File: src/rtl/wbu_arb.sv
// Multi-source writeback arbiter: lowest index wins, with aging to stop starvation, and a
// registered register-file write. Optional forwarding ports are enabled by WBU_ARB_FWD_EN.
module wbu_arb #(
    parameter int unsigned NUM_SRC      = 4,
    parameter int unsigned DATA_WIDTH   = 32,
    parameter int unsigned RD_WIDTH     = 5,
    parameter int unsigned STARVE_LIMIT = 7
) (
    input  logic                          i_clk,
    input  logic                          i_rst,
    input  logic [NUM_SRC-1:0]            i_src_valid,
    input  logic [NUM_SRC*RD_WIDTH-1:0]   i_src_rd,
    input  logic [NUM_SRC*DATA_WIDTH-1:0] i_src_data,
    output logic [NUM_SRC-1:0]            o_src_ready,
`ifdef WBU_ARB_FWD_EN
    input  logic [RD_WIDTH-1:0]           i_fwd_rs1,
    input  logic [RD_WIDTH-1:0]           i_fwd_rs2,
    output logic                          o_fwd_rs1_hit,
    output logic                          o_fwd_rs2_hit,
    output logic [DATA_WIDTH-1:0]         o_fwd_data,
`endif
    output logic                          o_wb_en,
    output logic [RD_WIDTH-1:0]           o_wb_rd,
    output logic [DATA_WIDTH-1:0]         o_wb_data,
    output logic                          o_busy
);

    localparam int unsigned AGE_W = $clog2(STARVE_LIMIT + 1);
    localparam logic [AGE_W-1:0] AGE_MAX = AGE_W'(STARVE_LIMIT);

    logic [AGE_W-1:0]      age_q [NUM_SRC];
    logic [AGE_W-1:0]      age_d [NUM_SRC];
    logic [NUM_SRC-1:0]    urgent;
    logic [NUM_SRC-1:0]    grant;
    logic [RD_WIDTH-1:0]   sel_rd;
    logic [DATA_WIDTH-1:0] sel_data;

    function automatic logic [NUM_SRC-1:0] lowest_one(input logic [NUM_SRC-1:0] v);
        return v & (~v + NUM_SRC'(1));
    endfunction

    always_comb begin
        urgent = '0;
        for (int k = 0; k < NUM_SRC; k++) begin
            urgent[k] = i_src_valid[k] && (age_q[k] == AGE_MAX);
        end
        grant = '0;
        if (!i_rst) begin
            grant = (|urgent) ? lowest_one(urgent) : lowest_one(i_src_valid);
        end
    end

    // Grant is one-hot or zero, so an AND-OR mux selects the winner.
    always_comb begin
        sel_rd   = '0;
        sel_data = '0;
        for (int k = 0; k < NUM_SRC; k++) begin
            sel_rd   = sel_rd | ({RD_WIDTH{grant[k]}} & i_src_rd[k*RD_WIDTH +: RD_WIDTH]);
            sel_data = sel_data | ({DATA_WIDTH{grant[k]}} & i_src_data[k*DATA_WIDTH +: DATA_WIDTH]);
        end
    end

    always_comb begin
        for (int k = 0; k < NUM_SRC; k++) begin
            age_d[k] = age_q[k];
            if (!i_src_valid[k] || grant[k]) begin
                age_d[k] = '0;
            end else if (age_q[k] != AGE_MAX) begin
                age_d[k] = age_q[k] + AGE_W'(1);
            end
        end
    end

    always_ff @(posedge i_clk or posedge i_rst) begin
        if (i_rst) begin
            for (int k = 0; k < NUM_SRC; k++) begin
                age_q[k] <= '0;
            end
            o_wb_en   <= 1'b0;
            o_wb_rd   <= '0;
            o_wb_data <= '0;
        end else begin
            for (int k = 0; k < NUM_SRC; k++) begin
                age_q[k] <= age_d[k];
            end
            if (|grant) begin
                o_wb_en   <= (sel_rd != '0);
                o_wb_rd   <= sel_rd;
                o_wb_data <= sel_data;
            end else begin
                o_wb_en <= 1'b0;
            end
        end
    end

    assign o_src_ready = grant;
    assign o_busy      = |(i_src_valid & ~grant);

`ifdef WBU_ARB_FWD_EN
    assign o_fwd_rs1_hit = o_wb_en && (o_wb_rd == i_fwd_rs1) && (i_fwd_rs1 != '0);
    assign o_fwd_rs2_hit = o_wb_en && (o_wb_rd == i_fwd_rs2) && (i_fwd_rs2 != '0);
    assign o_fwd_data    = o_wb_data;
`endif

endmodule

File: config.mk
export PLATFORM = sky130hd
export DESIGN_NAME = wbu_arb
export DESIGN_NICKNAME = d
export VERILOG_FILES = /design/src/rtl/wbu_arb.sv
export SDC_FILE = /design/constraint.sdc
export NUM_CORES = 1
export LEC_CHECK = 0
export CAP_MARGIN = 10
export CORE_MARGIN = 4
export CORE_UTILIZATION = 38
export CTS_CLUSTER_DIAMETER = 60
export DETAILED_ROUTE_END_ITERATION = 16
export PLACE_DENSITY_LB_ADDON = 0.25
export SKIP_CTS_REPAIR_TIMING = 1
export SYNTH_ARGS = -nofsm -noshare
export SYNTH_HDL_FRONTEND = slang
export SYNTH_SLANG_ARGS = --single-unit
File: constraint.sdc
create_clock -name i_clk -period 6.27 [get_ports i_clk]
set_input_delay 1.254 -clock i_clk [delete_from_list [all_inputs] [get_ports i_clk]]
set_output_delay 1.254 -clock i_clk [all_outputs]
set_load 0.01 [all_outputs]
==> reports/summary.txt <==
P per Cell Area: 190 nW/um^2
Layout Cells excl Fill: 568
gr ovfl total: 0
outcome: finished clean
worst-case vdd ir drop: 92.9 uV
CTS tree: yes
initial antenna violation count: 0
maximum clock path buffer count: 2
via count: 3,126
Core Util, Final: 67.1%
port bufs: 196
number of synthesized register bits: 50
Die Ht: 94.7 um
Psw: 268 uW
Hold Fails Final Rpt: 0
total I/O pin count: 197
routability cong.: 0.863
sw frac: 28.8%
Sink Count: 50
CP max FO: 17
Vias/cell: 5.50
Crit path largest cell delay: 0.60 ns
die area: 8960 um^2
clk slew on worst S/H paths: 0.09 ns
Pint: 661 uW
commonest non-fill, non-tap cell in the layout: clkdlybuf4s50_1
core area: 7290 um^2
Finish-stage setup viols: 0
Iter 0 DRT Violations: 226
Hold WC Path Type: flip-flop to flip-flop
CP cell instances: clkdlybuf4s50_1 > a21oi_1 > a21boi_2 > and2_1 > nand2b_1 > nand4_1 > clkdlybuf4s50_1
required time worst endpoint: 5.02 ns
Design Power: 929 uW
TritonCTS Buffers: 5
area grow syn2layout: 71.3%
asr flop ratio synth: 100%
CP arrival: 3.89 ns
Relative slew margins: 31.2%
syn avg cell area: 9.91 um^2
drt pass-1 iters: 7
Wirelength per Cell: 18.2 um
most frequent cells in the layout: clkdlybuf4s50_1, dfrtp_1, nand2_1, a222oi_1, nor2_1
type of origin of the critical path: input port
Max Clock Freq: 194 MHz
layout cells sized above 1: 7.46%
H-tree levels: 2
Synth Cell Area: 2850 um^2
vias in the first global route: 3,293
Tot GR Track Use: 22.5%
CP endpoint kind: output pin
most common flop cell mapped by yosys: dfrtp_1
total negative slack: 0 ns
routed wire length: 10,300 um
Tcrit/Tclk final: 82.1%
number of flops mapped to enable cells by yosys: 0
n_diodes: 0
sequential share of power: 43.2%
Synth Instances: 288
post-synthesis sequential area ratio: 43.8%
largest net degree at the start of global routing: 51
Detail Placement HPWL: 8180 um
Clock power frac: 19.1%
Initial Util: 39.1%
CTS Root Cell: clkbuf_8
nets: 631
Top delay family on crit path: buffers and inverters
row count: 31
max_cap viols: 0
DR DRC count: 0
Final min period: 5.15 ns
Die W: 94.7 um
dpl cells: 561
Hold Slack: 0.483 ns
global-route wire length before repair: 15,800 um
yosys warns: 0
number of nets still failing antenna checks after routing: 0
RSZ-0062 raised after global routing: no
Combinational Power Share: 37.7%
leak pwr: 1.90 nW
Synth Net Count: 450
cell mode on critical path: clkdlybuf4s50_1
post-synthesis cell type count: 32
Layout Skew: 0.00487 ns
Slew @ Worst Pin: 1.03 ns
Slew Limit Fails: 0
Clk Latency, worst-skew pair: 0.29 ns
Crit Path Category: input port to output pin
CP bufs+invs: 2
filler cell count: 608
Crit-path slowest cell: clkdlybuf4s50_1
-- registers in the layout, indices dropped and copies added (netlist names) --
register and cells:
o_wb_rd 5, o_wb_en 1, age_q 12, o_wb_data 32
-- worst paths after layout --
check	startpoint	to	slack, ns	cells after the start
worst max register to register	age_q[0]$_DFFE_PP0P_	o_wb_data[29]$_DFFE_PP0P_	2.61	9
min in group asynchronous	i_rst	age_q[11]$_DFFE_PP0P_	1.81	2
max in group asynchronous	i_rst	o_wb_data[4]$_DFFE_PP0P_	3.82	2
worst min register to register	o_wb_rd[2]$_DFFE_PP0P_	o_wb_rd[2]$_DFFE_PP0P_	0.48	2
worst max-delay path	i_rst	o_busy	1.12	7
worst min-delay path	o_wb_rd[2]$_DFFE_PP0P_	o_wb_rd[2]$_DFFE_PP0P_	0.48	2
-- kinds of logic after synthesis --
group	synth area share [%]
AND/OR/NAND/NOR	16.1
AO/OA/AOI/OAI	27.1
flip-flops	43.8
buffers and inverters	6.44
adder cells (fa/ha/maj)	3.51
multiplexers	2.10
XOR/XNOR	0.921
-- metrics by stage --
step                setup slack, ns  area [um^2]
detailed placement             1.17         4810
finish                         1.12         4890
global placement               1.23         4810
CTS                            1.16         4890
floorplan                      2.29         2850
global route                  0.991         4890
-- power groups by stage --
stage | Combinational, mW | Clock, mW | Sequential, mW
floorplan | 0.115 | 0 | 0.428
finish | 0.350 | 0.177 | 0.401
detailed placement | 0.352 | 0 | 0.409
CTS | 0.353 | 0.183 | 0.402
global route | 0.377 | 0.199 | 0.409
global placement | 0.347 | 0 | 0.405
-- per-layer routing --
| metal | GRT usage, % | routed length [um] | vias up |
|---|---|---|---|
| li1 | - | - | 1468 |
| met1 | 25.7 | 3780 | 1477 |
| met2 | 41.5 | 5390 | 166 |
| met3 | 5.34 | 907 | 15 |
| met4 | 6.61 | 236 | 0 |
| met5 | 0 | 0 | - |
-- synthesized netlist by cell type, drive strengths merged, types with 3 or more instances --
cell type | count | share of area, %
nand3 | 4 | 0.70
clkbuf | 12 | 1.6
mux2i | 6 | 2.1
a31oi | 32 | 9.2
a21boi | 3 | 0.92
xor2 | 3 | 0.92
o21ai | 3 | 0.53
dfrtp | 50 | 44
nor2 | 41 | 6.3
a21oi | 5 | 0.88
a222oi | 37 | 13
ha | 8 | 3.5
a22o | 5 | 1.5
nand2 | 44 | 5.8
buf | 15 | 4.6
-- final cells by class --
type	instances	area [um^2]	area share [%]
clock buffer	7	76.3	1.56
timing repair buffer	201	2000	40.9
inverter	2	7.51	0.154
sequential	50	1250	25.6
multi-input combinational	209	1430	29.3
tap	99	124	2.53
-- worst reg2reg max path: stages (launching register included) --
cell	delay [ns]
dfrtp_1	0.40
ha_1	0.20
ha_1	0.28
a22oi_1	0.35
a21oi_1	0.16
nor3_2	0.76
or4_2	0.71
buf_4	0.47
nor2_1	0.09
a31oi_1	0.17
No activity file was read; power rests on OpenSTA's default activity.
